--- config.mk ---
export PLATFORM = sky130hd
export DESIGN_NAME = alarm_ringer
export DESIGN_NICKNAME = d
export VERILOG_FILES = /design/src/rtl/alarm_pkg.sv /design/src/rtl/bcd_add_minutes.sv /design/src/rtl/alarm_ringer.sv
export SDC_FILE = /design/constraint.sdc
export NUM_CORES = 1
export LEC_CHECK = 0
export BUFFER_PORTS_ARGS = -buffer_cell sky130_fd_sc_hd__buf_2
export CAP_MARGIN = 20
export CELL_PAD_IN_SITES_DETAIL_PLACEMENT = 0
export CELL_PAD_IN_SITES_GLOBAL_PLACEMENT = 1
export CORE_MARGIN = 2
export CORE_UTILIZATION = 35
export DETAILED_ROUTE_END_ITERATION = 10
export GPL_TIMING_DRIVEN = 0
export PLACE_DENSITY_LB_ADDON = 0.2
export SYNTH_ARGS = -nofsm -noshare
export SYNTH_HDL_FRONTEND = slang
export SYNTH_SLANG_ARGS = --single-unit
export TNS_END_PERCENT = 100
--- constraint.sdc ---
create_clock -name clk -period 1.7 [get_ports clk]
set_input_delay 0.085 -clock clk [delete_from_list [all_inputs] [get_ports clk]]
set_output_delay 0.085 -clock clk [all_outputs]
set_load 0.01 [all_outputs]
--- src/rtl/alarm_pkg.sv ---
// alarm_pkg: shared BCD time layout and ringer state encoding.
//   bcd_time_t   : 20-bit packed BCD hh:mm:ss, hour tens in the MSBs
//   ring_state_t : IDLE / RING / SNOOZE
package alarm_pkg;
   localparam int TIME_W = 20;
   typedef struct packed {
      logic [1:0] h_t;
      logic [3:0] h_u;
      logic [2:0] m_t;
      logic [3:0] m_u;
      logic [2:0] s_t;
      logic [3:0] s_u;
   } bcd_time_t;
   typedef enum logic [1:0] {IDLE, RING, SNOOZE} ring_state_t;
endpackage

--- src/rtl/bcd_add_minutes.sv ---
// bcd_add_minutes: adds a 0..9 minute increment to a BCD time of day, wrapping 23:59 -> 00:00.
//   t   : input time (bcd_time_t)
//   inc : minutes to add, single BCD digit
//   sum : resulting time; seconds are copied unchanged
module bcd_add_minutes
   import alarm_pkg::*;
(
   input  bcd_time_t  t,
   input  logic [3:0] inc,
   output bcd_time_t  sum
);
   logic [4:0] mu_sum;
   logic       c_mu;
   logic       c_mt;
   logic       wrap;
   always_comb begin
      mu_sum = {1'b0, t.m_u} + {1'b0, inc};
      c_mu   = mu_sum > 5'd9;
      c_mt   = c_mu && t.m_t == 3'd5;
      wrap   = t.h_t == 2'd2 && t.h_u == 4'd3;
      sum    = t;
      sum.m_u = c_mu ? 4'(mu_sum - 5'd10) : mu_sum[3:0];
      sum.m_t = c_mt ? 3'd0 : t.m_t + {2'b0, c_mu};
      sum.h_u = !c_mt ? t.h_u : (wrap || t.h_u == 4'd9) ? 4'd0 : t.h_u + 4'd1;
      sum.h_t = !c_mt ? t.h_t : wrap ? 2'd0 : t.h_t + {1'b0, t.h_u == 4'd9};
   end
endmodule

--- src/rtl/alarm_ringer.sv ---
// alarm_ringer: rings the buzzer when the clock reaches the alarm time, with snooze, stop and auto-timeout.
//   clk, reset (async, active-low)
//   cur_time, alarm_time : BCD hh:mm:ss
//   alarm_en             : alarm armed (level)
//   sec_tick, snooze_btn, stop_btn : one-cycle pulses
//   ringing, buzzer, snooze_active, snooze_time : registered outputs
module alarm_ringer #(
   parameter int RING_TIMEOUT_S = 60,
   parameter int SNOOZE_MIN     = 5
) (
   input  logic        clk,
   input  logic        reset,
   input  logic [19:0] cur_time,
   input  logic [19:0] alarm_time,
   input  logic        alarm_en,
   input  logic        sec_tick,
   input  logic        snooze_btn,
   input  logic        stop_btn,
   output logic        ringing,
   output logic        buzzer,
   output logic        snooze_active,
   output logic [19:0] snooze_time
);
   import alarm_pkg::*;

   ring_state_t state_q, state_d;
   logic [7:0]  cnt_q, cnt_d;
   logic        phase_q, phase_d;
   logic        a_hit_q, a_hit_d;
   logic        s_hit_q, s_hit_d;
   logic [19:0] snooze_time_q, snooze_time_d;
   logic        ringing_q, ringing_d;
   logic        buzzer_q, buzzer_d;
   logic        snooze_q, snooze_d;
   logic        enter_ring;
   logic        ring_tick;
   bcd_time_t   snz_sum;

   bcd_add_minutes u_add (
      .t   (cur_time),
      .inc (4'(SNOOZE_MIN)),
      .sum (snz_sum)
   );

   always_comb begin
      a_hit_d       = cur_time == alarm_time;
      s_hit_d       = cur_time == snooze_time_q;
      ring_tick     = state_q == RING && sec_tick;
      state_d       = state_q;
      snooze_time_d = snooze_time_q;
      if (!alarm_en || stop_btn)
         state_d = IDLE;
      else if (state_q == RING && snooze_btn) begin
         state_d       = SNOOZE;
         snooze_time_d = snz_sum;
      end
      else if (ring_tick && cnt_q == 8'(RING_TIMEOUT_S - 1))
         state_d = IDLE;
      // only the rising edge of a match triggers, so a stop inside the matching second sticks
      else if ((state_q == IDLE && a_hit_d && !a_hit_q) || (state_q == SNOOZE && s_hit_d && !s_hit_q))
         state_d = RING;
      // a tick coinciding with RING entry is swallowed by the clear
      enter_ring = state_d == RING && state_q != RING;
      cnt_d      = enter_ring ? 8'd0 : ring_tick ? cnt_q + 8'd1 : cnt_q;
      phase_d    = enter_ring ? 1'b1 : ring_tick ? ~phase_q : phase_q;
      ringing_d  = state_d == RING;
      buzzer_d   = ringing_d & phase_d;
      snooze_d   = state_d == SNOOZE;
   end

   always_ff @(posedge clk or negedge reset) begin
      if (!reset) begin
         state_q       <= IDLE;
         cnt_q         <= '0;
         phase_q       <= 1'b0;
         a_hit_q       <= 1'b0;
         s_hit_q       <= 1'b0;
         snooze_time_q <= '0;
         ringing_q     <= 1'b0;
         buzzer_q      <= 1'b0;
         snooze_q      <= 1'b0;
      end else begin
         state_q       <= state_d;
         cnt_q         <= cnt_d;
         phase_q       <= phase_d;
         a_hit_q       <= a_hit_d;
         s_hit_q       <= s_hit_d;
         snooze_time_q <= snooze_time_d;
         ringing_q     <= ringing_d;
         buzzer_q      <= buzzer_d;
         snooze_q      <= snooze_d;
      end
   end

   assign ringing       = ringing_q;
   assign buzzer        = buzzer_q;
   assign snooze_active = snooze_q;
   assign snooze_time   = snooze_time_q;
endmodule

Word level (Yosys, flattened, before mapping)
Index checks and enable logic that the tools add are counted.

Bits in registers: 36. Logic and storage cells: 64. Input port bits: 46.

Reductions and logical operators: 19. $lt $le $gt $ge: 1. Multiplexer cells: 14. Equal/unequal tests: 12. Bitwise operators: 3. Add/sub/neg operators: 6.

Operator list (number): == test 20 bit (2); two-way mux 8 bit (2); two-way mux 2 bit (6); two-way mux 4 bit (3); logical AND 1 bit (10); adder 8 x 1 -> 8 bit (second input constant) (1); == test 8 x 6 -> 1 bit (second input constant) (1); == test 2 bit (second input constant) (3); adder 4 x 3 -> 5 bit (second input constant) (1); greater-than comparator 5 x 4 -> 1 bit (second input constant) (1); adder 4 x 1 -> 4 bit (second input constant) (1); == test 2 x 1 -> 1 bit (second input constant) (2); == test 4 x 2 -> 1 bit (second input constant) (1); == test 4 bit (second input constant) (1); subtractor 4 bit (second input constant) (1); adder 3 x 1 -> 3 bit (1); == test 3 bit (second input constant) (1); zero test 1 bit (3); logical OR 1 bit (3); two-way mux 3 bit (1); adder 2 x 1 -> 2 bit (1); zero test 2 bit (1); two-way mux 1 bit (2); != test 2 x 1 -> 1 bit (second input constant) (1); 4 further kinds (5).

Logic depth before layout (Yosys ltp)
Gate-level depths: netlist of the first run.

Depth in word-level cells: 12. Gate-level depth with buffers: 13. Gate-level depth less buffers: 12.

Cells and area by module
A second synthesis of the first run with hierarchy kept.

Cell total of the unflattened synthesis: 244. Area, all modules: 2538.7 µm².

By module, submodules not included: alarm_ringer (cells each 169, area an instance 1923.1 µm², times used 1); bcd_add_minutes (cells each 75, area an instance 615.6 µm², times used 1).

Least setup slack after synthesis of the first run
No wires, ideal clock.

Kind: input -> register. Start: input port cur_time[8]. End: register snooze_time_q[13] (netlist: snooze_time[13]). Path slack: -422 ps. Data arrival time: 2026 ps. Cell stages on the path: 13. Cells stage by stage: buf_2 inv_1 ha_1 inv_1 ha_1 inv_1 o21ai_1 a211oi_1 nor2_1 ha_1 ha_1 xnor2_1 o31ai_1.

Word-level cells in the longest chain between the ends: 4. Elaborated cells between the ends (all ways): 5. Classes of those cells: add/sub (2); order compare (1); mux (1); reduce/logical (1).

RTL lines: from (decl) (RTL line alarm_ringer.sv:13) `input logic [19:0] cur_time,`; adder 4 x 3 -> 5 bit * (RTL line bcd_add_minutes.sv:17) `mu_sum = {1'b0, t.m_u} + {1'b0, inc};`; greater-than comparator 5 x 4 -> 1 bit * (RTL line bcd_add_minutes.sv:18) `c_mu = mu_sum > 5'd9;`; adder 3 x 1 -> 3 bit / logical AND 1 bit (equally long branches) (RTL line bcd_add_minutes.sv:23, bcd_add_minutes.sv:19); two-way mux 3 bit * (RTL line bcd_add_minutes.sv:23) `sum.m_t = c_mt ? 3'd0 : t.m_t + {2'b0, c_mu};`; to (signal assigned) (RTL line alarm_ringer.sv:88) `snooze_time_q <= snooze_time_d;`; to (decl) (RTL line alarm_ringer.sv:31) `logic [19:0] snooze_time_q, snooze_time_d;`.

Mark *: on every way between the ends. The rest lies on a longest branch, timed or not. A chain may end at the register's enable or synchronous reset.

Final worst setup path of the first run
Start: register snooze_time_q[0] (netlist: snooze_time[0]). End: register cnt_q[7].

Word-level cells in the longest chain between the ends: 11. Elaborated cells between the ends (all ways): 12. Classes of those cells: eq/ne (2); mux (5); reduce/logical (5).

RTL lines: == test 20 bit * (RTL line alarm_ringer.sv:47) `s_hit_d = cur_time == snooze_time_q;`; logical AND 1 bit * (2 in series) (RTL line alarm_ringer.sv:60) `else if ((state_q == IDLE && a_hit_d && !a_hit_q) || (state_q == SNOOZE && s_hit_d && !s_hit_q))`; logical OR 1 bit * (RTL line alarm_ringer.sv:60); two-way mux 2 bit * (RTL line alarm_ringer.sv:60); two-way mux 2 bit * (RTL line alarm_ringer.sv:57) `else if (ring_tick && cnt_q == 8'(RING_TIMEOUT_S - 1))`; two-way mux 2 bit * (RTL line alarm_ringer.sv:53) `else if (state_q == RING && snooze_btn) begin`; two-way mux 2 bit * (RTL line alarm_ringer.sv:51) `if (!alarm_en || stop_btn)`; == test 2 x 1 -> 1 bit * (RTL line alarm_ringer.sv:63) `enter_ring = state_d == RING && state_q != RING;`; logical AND 1 bit * (RTL line alarm_ringer.sv:63); two-way mux 8 bit / nonzero test 2 bit (equally long branches); to (signal assigned) (RTL line alarm_ringer.sv:84) `cnt_q <= cnt_d;`; to (decl) (RTL line alarm_ringer.sv:27) `logic [7:0] cnt_q, cnt_d;`.

Marked as above.

==> results of run 1 <==
## final timing paths
check / cells after the start / startpoint / slack, ns / endpoint
min: 3 / cur_time[0] / 0.04 / snooze_time[0]$_DFFE_PN0P_
min reg2reg: 2 / phase_q$_DFF_PN0_ / 0.53 / phase_q$_DFF_PN0_
max in group asynchronous: 2 / reset / 0.70 / snooze_time[2]$_DFFE_PN0P_
min in group asynchronous: 2 / reset / 0.45 / ringing$_DFF_PN0_
max: 7 / snooze_time[0]$_DFFE_PN0P_ / -0.18 / cnt_q[7]$_DFFE_PN0P_
max reg2reg: 7 / snooze_time[0]$_DFFE_PN0P_ / -0.18 / cnt_q[7]$_DFFE_PN0P_
## area by class of cell
cell class	instances	area share
well taps	77	0.0298
multi-input cells	202	0.482
inverters	6	0.0101
clock inverters	1	0.00232
plain buffers	14	0.0360
clock buffers	7	0.0267
repair buffers	75	0.134
flip-flops and latches	36	0.279
## power by group
part | switching, uW | internal [uW] | total (uW)
logic | 189 | 190 | 379
registers | 0.00466 | 856 | 856
clock network | 318 | 330 | 648
## layer usage
layer | track usage | routed length [um]
met4 | 0.0341 | 44
met3 | 0.0305 | 192
met1 | 0.228 | 2800
met2 | 0.293 | 3050
met5 | 0 | 0
## through the flow
step / setup TNS (ns) / hold slack, ns / total power (uW) / utilization / std cells
after floorplan: -1.21 / -0.211 / 1070 / - / 259
after global placement: -11.58 / 0.235 / 1190 / 0.448 / 400
after detailed placement: -11.53 / 0.243 / 1190 / 0.448 / 400
after CTS: -2.37 / 0.0329 / 1880 / 0.483 / 416
after global routing: -4.21 / 0.0368 / 1980 / 0.500 / 418
final: -2.02 / 0.0405 / 1880 / 0.500 / 418
## state kept, by name, summed over array words and instances (netlist names)
register       count
a_hit_q            1
buzzer             1
cnt_q              8
phase_q            1
ringing            1
s_hit_q            1
snooze_active      1
snooze_time       20
state_q            2
## cell families (layout without fill, tap and decap cells)
kind of cell,after synthesis,after routing,synth area share
buffers and inverters,21,103,0.0475
multiplexers,4,4,0.0174
AND/OR/NAND/NOR,106,106,0.223
adder cells (fa/ha/maj),10,10,0.0528
flip-flops,36,36,0.380
XOR/XNOR,53,53,0.196
AO/OA/AOI/OAI,29,29,0.0824
## what timing repair did
item / CTS / global route
gates resized for setup: 16 / 25
hold buffers: 1 / 0
hold endpoints to repair: 36 / 0
buffers inserted: 7 / 3
endpoints found under the setup margin: 30 / 31
pin swaps: 10 / 6
## worst max-delay path, cell delays in order (launching register included)
cell and delay [ns]:
dfrtp_1 0.40, xor2_1 0.16, nor4_2 0.38, nand3_2 0.17, nor4_4 0.30, o21ba_1 0.16
buf_6 0.13, nor2_1 0.05
## layout by cell type (no fill, tap or decap), drive strengths merged, types with 3 or more instances in the layout
cell type,instances
and3,3
inv,5
nand2,40
or2,3
a21oi,3
nor2,17
xnor2,22
buf,84
nand4,5
nand3,12
dfrtp,36
mux2i,3
ha,10
xor2,31
o21ba,3
clkbuf,11
o21ai,11
nor2b,3
nor3,5
nor4,9
==> results.md, run 1 <==
* Area growth, synth to finish at 36.4%
* Overflow after GRT at 0
* Total CTS buffers at 5
* Worst-path clk slew at about 0.08 ns
* Crit Path Category: flip-flop to flip-flop
* Overall Global Routing Usage at 0.171
* Die area at 7440 um2
* Clock latency on the worst-skew pair at between 0.2 and 0.3 ns
* Post-synth top cells: 40 x nand2_1, 36 x dfrtp_1, 31 x xor2_1
* Post-route DRC at 0
* Status: finished with violations
* Sequential share of the synthesized area at 0.380
* Starting DRT DRC Count at 79
* Core footprint at 6460 um2
* Pleak at 0.00157 uW
* Via density at 4.90
* Worst path required time at 1.88 ns
* Chip height at approximately 86 um
* CTS H-tree depth at 2
* Final worst slack at -0.176 ns
* Post-synth EDFFs at 0
* Via count at between 2000 and 2500
* RSZ-0062 raised after global routing: yes
* #FFs+latches synth at 36
* Max clock buf depth at 2
* TritonRoute pass-1 iters at 4
* Chip Width at 86.3 um
* DR WL/cell at ~15 um
* Mapped Avg Cell Area at about 9.1 um2
* Initial Util at 0.367
* # diodes at 0
* Synth cell types at between 40 and 50
* Max-slew violations at 0
* DRT antenna net count at 0
* Yosys top cell area share at 0.380
* Final GP Congestion at 0.741
* Hpwl dp at around 4500 um
* HP Class: input port to flip-flop
* Share of cells above drive strength 1 at 0.381
* Largest area contributor in the netlist: dfrtp_1
* Startpoint types: flip-flop
* Yosys warns at 0
* First-pass GRT wire length at roughly 10000 um
* Area contributors post-synth: dfrtp_1 38%, xor2_1 11%, xnor2_1 8.1%
* Clk root buf: clkbuf_8
* I/O Buffers at 64
* Post-synthesis cell area at approximately 2400 um2
* Largest net degree at the start of global routing at 37
* DP Worst Slack at -0.572 ns
* Clock period minus worst slack at ~1.9 ns
* TritonCTS clock tree: done
* CP Data Arrival Time at 2.05 ns
* Vias in the first global route at around 2100
* Count leader, synth: nand2_1
* Worst slew pin tran at between 0.8 and 0.9 ns
* Max_cap viols at 0
* # fillers at roughly 640
* Post-synth top flop: dfrtp_1
* CTS sink cnt at 36
* Fin crit share at 1.10
* Fin area at about 3200 um2
* Cells after Synth at about 260
* Synthesized net count at 315
* Register Area at between 900 and 1000 um2
* Nets@finish at slightly below 400
* Final-report hold violation count at 0
* Clk_skew at about 0.0049 ns
* Max Fclk at between 500 and 600 MHz
* Power Density at between 500 and 600 nW/um2
* Maximum vdd drop at ~0.00034 V
* Crit-path max FO at 9
* # rows at 29
* Failing checks: setup timing
* Post-synth ARST share at 1.00
* Worst Setup End Kind: flip-flop
* I/O pin count at 69
* Initial antenna violation count at 0
* Total Routed Length at just over 6000 um
* Final Setup Violations at 14
* Max-slew headroom at 0.421
* Area occupied by multi-input gates at roughly 1600 um2
* DP Area at ~2900 um2
Note: power is estimated with default switching activity, not from simulation.
==> run 2, diff against run 1 <==
--- a/config.mk
+++ b/config.mk
@@ -10,7 +10,7 @@
 export CELL_PAD_IN_SITES_DETAIL_PLACEMENT = 0
 export CELL_PAD_IN_SITES_GLOBAL_PLACEMENT = 1
 export CORE_MARGIN = 2
-export CORE_UTILIZATION = 35
+export CORE_UTILIZATION = 42
 export DETAILED_ROUTE_END_ITERATION = 10
 export GPL_TIMING_DRIVEN = 0
 export PLACE_DENSITY_LB_ADDON = 0.2
==> constraint.sdc (replaced) <==
create_clock -name clk -period 2.2 [get_ports clk]
set_input_delay 0.11 -clock clk [delete_from_list [all_inputs] [get_ports clk]]
set_output_delay 0.11 -clock clk [all_outputs]
set_load 0.01 [all_outputs]
==> run 2 against run 1 <==
Effect of this change: the run now ends clean; highest routed layer unchanged; combinational power is 36% lower; count of clock-buffer cells in the layout shrank 2; setup slack improved by 0.34 ns; register-to-register slack gained 0.41 ns; design area is 7.5% lower; via count decreased by 2.0%; critical path depth up 7; routed wire length is 6.8% lower; clock power shrank 8.3%; total power fell by 20%; largest power group unchanged; clock skew grew 0.0030 ns; critical endpoint is now snooze_time[16]$_DFFE_PN0P_.
==> results.md, run 2 (synthesis results as in run 1) <==
* Total CTS buffers at 5 (unchanged)
* R2R Path End: cnt_q[3]$_DFFE_PN0P_
* Worst r2r src: snooze_time[7]$_DFFE_PN0P_
* Worst Setup End Kind: flip-flop
* HP Class: input port to flip-flop
* Post-route DRC at 0 (unchanged)
* R2R cell count at 7 (unchanged)
* Clk root buf: clkbuf_8
* Vias in the first global route at 1886 (-8.9%)
* Worst Hold Path Cells at 3 (unchanged)
* Chip height at 79.1 um (-8.3%)
* Most frequent cells in the layout: 67 x buf_2, 40 x nand2_1, 36 x dfrtp_1
* TritonCTS clock tree: done
* Overflow after GRT at 0 (unchanged)
* Clock period minus worst slack at 2.03 ns
* Hold EP: snooze_time[1]$_DFFE_PN0P_
* Starting DRT DRC Count at 89 (+13%)
* Worst Path Buf+Inv at 7 (+6)
* Hold slack at 0.0686 ns (+0.0281 ns)
* Chip Width at 79.1 um (-8.3%)
* Total Routed Length at 5680 um (-6.8%)
* CTS sink cnt at 36 (unchanged)
* CP max stage cell: a211oi_4
* # fillers at 540 (-15%)
* Overall Global Routing Usage at 0.192 (+0.0209)
* Crit-path max FO at 8 (-1)
* Initial antenna violation count at 0 (unchanged)
* Worst path required time at 2.38 ns (+0.50 ns)
* Max FFs per register at 20 (unchanged)
* Max_cap viols at 0 (unchanged)
* Initial Util at 0.433 (+0.0661)
* Hpwl dp at 4180 um (-7.3%)
* Final Setup Violations at 0 (-14)
* Largest net degree at the start of global routing at 37 (unchanged)
* First-pass GRT wire length at 9320 um (-7.6%)
* Most frequent cell on the critical path: inv_1
* Fin crit share at 0.925
* Share of cells above drive strength 1 at 0.304 (-0.0768)
* Die area at 6260 um2 (-16%)
* Hold_sp: cur_time[1]
* Status: finished clean
* Max clock buf depth at 2 (unchanged)
* I/O pin count at 69 (unchanged)
* RSZ-0062 raised after global routing: no
* Cells along the critical path: buf_2 > clkbuf_4 > inv_1 > ha_1 > inv_1 > ha_1 > inv_1 > o21ai_4 > a211oi_4 > buf_4 > nor4_4 > buf_4 > a311oi_1 > nor3_1
* # rows at 27 (-6.9%)
* TritonRoute pass-1 iters at 6 (+2)
* Commonest non-fill, non-tap cell in the layout: buf_2
* Power Density at 501 nW/um2 (-14%)
* Total power at 1500 uW (-20%)
* Final-report hold violation count at 0 (unchanged)
* Setup_tns at 0 ns (+2.02 ns)
* Final GP Congestion at 0.770 (+3.9%)
* CP Data Arrival Time at 2.21 ns (+0.16 ns)
* Clock latency on the worst-skew pair at 0.29 ns (about the same)
* DP Area at 2780 um2 (-4.0%)
* I/O Buffers at 64 (unchanged)
* Maximum vdd drop at 0.000411 V (+21%)
* Pleak at 0.00151 uW (-3.8%)
* Startpoint types: input port
* Via count at 2008 (-2.0%)
* Worst slew pin tran at 0.855 ns (-0.0137 ns)
* Area growth, synth to finish at 26.1%
* Nets@finish at 390 (-1.5%)
* Worst path max stage delay at 0.32 ns (-0.08 ns)
* DR WL/cell at 13.9 um (-4.2%)
* # diodes at 0 (unchanged)
* Clk_skew at 0.00794 ns (+0.00300 ns)
* DRT antenna net count at 0 (unchanged)
* Worst-path clk slew at 0.08 ns (about the same)
* Via density at 4.93 (+0.60%)
* R2r setup slk at 0.23 ns (+0.41 ns)
* Max Fclk at about 490 MHz
* Cell family with most CP delay: buffers and inverters
* Core footprint at 5470 um2 (-15%)
* Crit Path Category: input port to flip-flop
* Fin area at 2990 um2 (-7.5%)
* Max-slew violations at 0 (unchanged)
* CTS H-tree depth at 2 (unchanged)
* Max-slew headroom at 0.430 (+0.00915)
run 2: metrics by stage:
step / setup WS [ns] / utilization / std cells
detailed placement: -0.370 / 0.508 / 395
CTS: 0.0413 / 0.531 / 404
floorplan: 0.0533 / - / 259
global placement: -0.311 / 0.508 / 395
global route: 0.00746 / 0.546 / 407
finish: 0.165 / 0.546 / 407
run 2: layer usage:
metal,vias to the layer above,wire [um],global-route usage
met5,-,0,0
met4,0,27,0.0517
met3,2,355,0.0420
met2,66,2460,0.286
met1,923,2830,0.282
li1,1017,-,-
run 2: power breakdown:
group | internal [uW] | switching, uW
registers | 661 | 0.00351
logic | 115 | 128
clock network | 336 | 258
total | 1110 | 387
run 2: cell type report:
type,count,area [um2],share of cell area
multi-input combinational,202,1420,0.474
sequential,36,901,0.302
timing repair buffer,68,353,0.118
buffer,15,92.6,0.0310
tap,72,90.1,0.0302
clock buffer,5,68.8,0.0230
clock inverter,3,42.5,0.0142
inverter,6,22.5,0.00754
run 2: worst min-delay path, delay by kind of cell:
kind	cells	cell delay (ns)
buffers and inverters	1	0.12
and+or+nand+nor	2	0.10
run 2: repair_timing:
item / in CTS / in global routing
gates resized for setup: 1 / 10
setup buffers: 0 / 3
endpoints found under the setup margin: 2 / 8
pin swaps: 0 / 2
hold buffers: 1 / 0
cloned: 0 / 0
endpoints found under the hold margin: 36 / 0
run 2: how the worst max path moves through the flow:
stage	end	depth (start not counted)	from	slack, ns
6_report	snooze_time[16]$_DFFE_PN0P_	14	cur_time[8]	0.17
5_1_grt	snooze_time[18]$_DFFE_PN0P_	14	cur_time[8]	0.007
4_1_cts	snooze_time[18]$_DFFE_PN0P_	13	cur_time[8]	0.04
3_5_place_dp	snooze_time[13]$_DFFE_PN0P_	14	cur_time[8]	-0.37
3_3_place_gp	snooze_time[13]$_DFFE_PN0P_	14	cur_time[8]	-0.31
2_1_floorplan	snooze_time[13]$_DFFE_PN0P_	13	cur_time[8]	0.05
==> run 3, diff against run 2 <==
--- a/config.mk
+++ b/config.mk
@@ -5,12 +5,13 @@
 export SDC_FILE = /design/constraint.sdc
 export NUM_CORES = 1
 export LEC_CHECK = 0
+export ABC_AREA = 1
 export BUFFER_PORTS_ARGS = -buffer_cell sky130_fd_sc_hd__buf_2
 export CAP_MARGIN = 20
 export CELL_PAD_IN_SITES_DETAIL_PLACEMENT = 0
 export CELL_PAD_IN_SITES_GLOBAL_PLACEMENT = 1
 export CORE_MARGIN = 2
-export CORE_UTILIZATION = 42
+export CORE_UTILIZATION = 40
 export DETAILED_ROUTE_END_ITERATION = 10
 export GPL_TIMING_DRIVEN = 0
 export PLACE_DENSITY_LB_ADDON = 0.2
==> run 3 against run 2 <==
Effect of this change: total power is 2.1% lower; sequential power is 3.9% higher; maximum frequency is 8.5% higher; critical path type is now flip-flop to flip-flop.
==> results.md, run 3 <==
* Sequential share of the synthesized area at 0.356 (-0.0241)
* Area contributors post-synth: dfrtp_1 36%, nand2_1 16%, inv_1 8.2%
* # diodes at 0 (unchanged)
* Post-CTS Setup Bufs at 0 (unchanged)
* Via count at 2396 (+19%)
* TritonCTS clock tree: done
* I/O pin count at 69 (unchanged)
* Total Routed Length at 6050 um (+6.6%)
* RSZ-0062 raised after global routing: no
* Clock period minus worst slack at 1.88 ns (-0.159 ns)
* Via density at 4.69 (-5.0%)
* Pleak at 0.00173 uW (+14%)
* M1 WL at 3090 um (+9.1%)
* Final-report hold violation count at 0 (unchanged)
* R2r setup slk at 0.32 ns (+0.09 ns)
* Yosys warns at 0 (unchanged)
* Max FFs per register at 20 (unchanged)
* Mapped Avg Cell Area at 7.02 um2 (-23%)
* # rows at 28 (+3.7%)
* Max clock buf depth at 2 (unchanged)
* Largest net degree at the start of global routing at 37 (unchanged)
* Met2 wire len at 2610 um (+6.2%)
* Die area at 6970 um2 (+11%)
* Worst Hold Path Cells at 3 (unchanged)
* HP Class: input port to flip-flop
* Max-slew headroom at 0.431 (+0.00106)
* Hold-fix buffer count after cts at 1 (unchanged)
* DR WL/cell at 11.8 um (-15%)
* R2R Path End: snooze_time[18]$_DFFE_PN0P_
* Overflow after GRT at 0 (unchanged)
* I/O Buffers at 68 (+6.3%)
* Max_cap viols at 0 (unchanged)
* Chip height at 83.5 um (+5.6%)
* Worst Setup End Kind: flip-flop
* Final Setup Violations at 0 (unchanged)
* Hpwl dp at 4600 um (+10%)
* Yosys top cell area share at 0.356 (-0.0241)
* Cells after Synth at 360 (+39%)
* Hold_sp: cur_time[0]
* Starting DRT DRC Count at 112 (+26%)
* Status: finished clean
* Worst-path clk slew at 0.07 ns (about the same)
* Count leader, synth: nand2_1
* Nets@finish at 492 (+26%)
* Maximum vdd drop at 0.000312 V (-24%)
* Setup_tns at 0 ns (unchanged)
* Clk_skew at 0.00566 ns (-0.00228 ns)
* Power Density at 478 nW/um2 (-4.7%)
* Post-synth top flop: dfrtp_1
* Startpoint types: flip-flop
* Final worst slack at 0.325 ns (+0.159 ns)
* Fin crit share at 0.852 (-0.0725)
* Most frequent cells in the layout: 107 x nand2_1, 68 x buf_2, 55 x inv_1
* Crit Path Category: flip-flop to flip-flop
* Post-synth top cells: 107 x nand2_1, 55 x inv_1, 36 x dfrtp_1
* Vias in the first global route at 2281 (+21%)
* Post-synth ARST share at 1.00 (unchanged)
* #FFs+latches synth at 36 (unchanged)
* Initial antenna violation count at 0 (unchanged)
* Post-synth EDFFs at 0 (unchanged)
* CTS sink cnt at 36 (unchanged)
* TritonRoute pass-1 iters at 4 (-2)
* CP Data Arrival Time at 2.08 ns (-0.13 ns)
* Chip Width at 83.5 um (+5.6%)
* Overall Global Routing Usage at 0.183 (-0.00940)
* Hold EP: snooze_time[0]$_DFFE_PN0P_
* Synth cell types at 28 (-36%)
* Core footprint at 6030 um2 (+10%)
* Area growth, synth to finish at 21.4%
* Share of cells above drive strength 1 at 0.220 (-0.0843)
* Top Layer Used: met4
* Post-CTS sizing at 0 (-1)
* Crit-path max FO at 10 (+2)
* R2R cell count at 8 (+1)
* First-pass GRT wire length at 10300 um (+11%)
* Post-route DRC at 0 (unchanged)
* DRT antenna net count at 0 (unchanged)
* Commonest non-fill, non-tap cell in the layout: nand2_1
* Largest area contributor in the netlist: dfrtp_1
* DP Worst Slack at 0.0529 ns (+0.423 ns)
* Worst slew pin tran at 0.853 ns (-0.00159 ns)
* Worst r2r src: state_q[1]$_DFF_PN0_
* Max Fclk at 533 MHz (+8.5%)
* Met3 Wirelength at 295 um (-17%)
* CTS H-tree depth at 2 (unchanged)
* Clk root buf: clkbuf_8
* Total CTS buffers at 5 (unchanged)
* Final GP Congestion at 0.775 (+0.60%)
* Worst path required time at 2.40 ns (+0.02 ns)
* Initial Util at 0.420 (-0.0131)
* Synthesized net count at 416 (+32%)
* Post-synthesis cell area at 2530 um2 (+6.8%)
* Max-slew violations at 0 (unchanged)
* Clock latency on the worst-skew pair at 0.28 ns (about the same)
## run 3: changes by cell type after synthesis, sizes merged, moves of 9 or more
cell and delta:
xnor2 -15, xor2 -9, o21ai +15, nand2 +73, nor2 +20, inv +52
## run 3: kinds of logic after synthesis
| group | share of synthesized area |
|---|---|
| compound gates | 0.0772 |
| xor+xnor | 0.106 |
| fa+ha+maj | 0.0495 |
| buf+inv | 0.102 |
| flops | 0.356 |
| mux | 0.00396 |
| simple gates | 0.304 |
## run 3: per-layer routing
metal	global-route usage	up-vias
met1	0.248	1073
met5	0	-
li1	-	1262
met4	0.0352	0
met2	0.298	56
met3	0.0465	5
## run 3: power by group
part           internal (uW)  switching (uW)
registers                676            10.7
clock network            279             233
logic                    109             158
## run 3: per-stage QoR
| step | hold slack [ns] | std cells | util | area [um2] | power (uW) |
|---|---|---|---|---|---|
| 5_1_grt | 0.0789 | 511 | 0.509 | 3070 | 1560 |
| 3_5_place_dp | 0.275 | 503 | 0.492 | 2960 | 968 |
| 6_report | 0.0796 | 511 | 0.509 | 3070 | 1470 |
| 4_1_cts | 0.0701 | 511 | 0.509 | 3070 | 1490 |
| 3_3_place_gp | 0.267 | 503 | 0.492 | 2960 | 964 |
| 2_1_floorplan | -0.186 | 360 | - | 2530 | 852 |
## run 3: how the worst max path moves through the flow
stage                                    start                     endpoint  slack, ns  cells after the start
after floorplan                    cur_time[7]  snooze_time[13]$_DFFE_PN0P_       0.44                     13
after global routing      state_q[1]$_DFF_PN0_  snooze_time[18]$_DFFE_PN0P_       0.14                      8
final                     state_q[1]$_DFF_PN0_  snooze_time[18]$_DFFE_PN0P_       0.32                      8
after detailed placement           cur_time[7]  snooze_time[13]$_DFFE_PN0P_       0.05                     14
after CTS                 state_q[1]$_DFF_PN0_  snooze_time[18]$_DFFE_PN0P_       0.32                      8
after global placement             cur_time[7]  snooze_time[13]$_DFFE_PN0P_       0.06                     14
## run 3: worst max-delay path: stages, from the launching register on
cell and delay (ns):
dfrtp_1 0.38, inv_1 0.13, nand3_1 0.12, nor2_2 0.40, inv_1 0.14, clkbuf_1 0.28
a21oi_1 0.17, o21ai_0 0.09, o21ai_1 0.08
## run 3: area by class of cell
type / count / area [um2]
Buffer: 6 / 41.3
Timing Repair Buffer: 69 / 350
Tap cell: 75 / 93.8
Sequential cell: 36 / 901
Inverter: 58 / 218
Fill cell: 624 / 2960
Clock buffer: 7 / 96.3
Multi-Input combinational cell: 260 / 1370
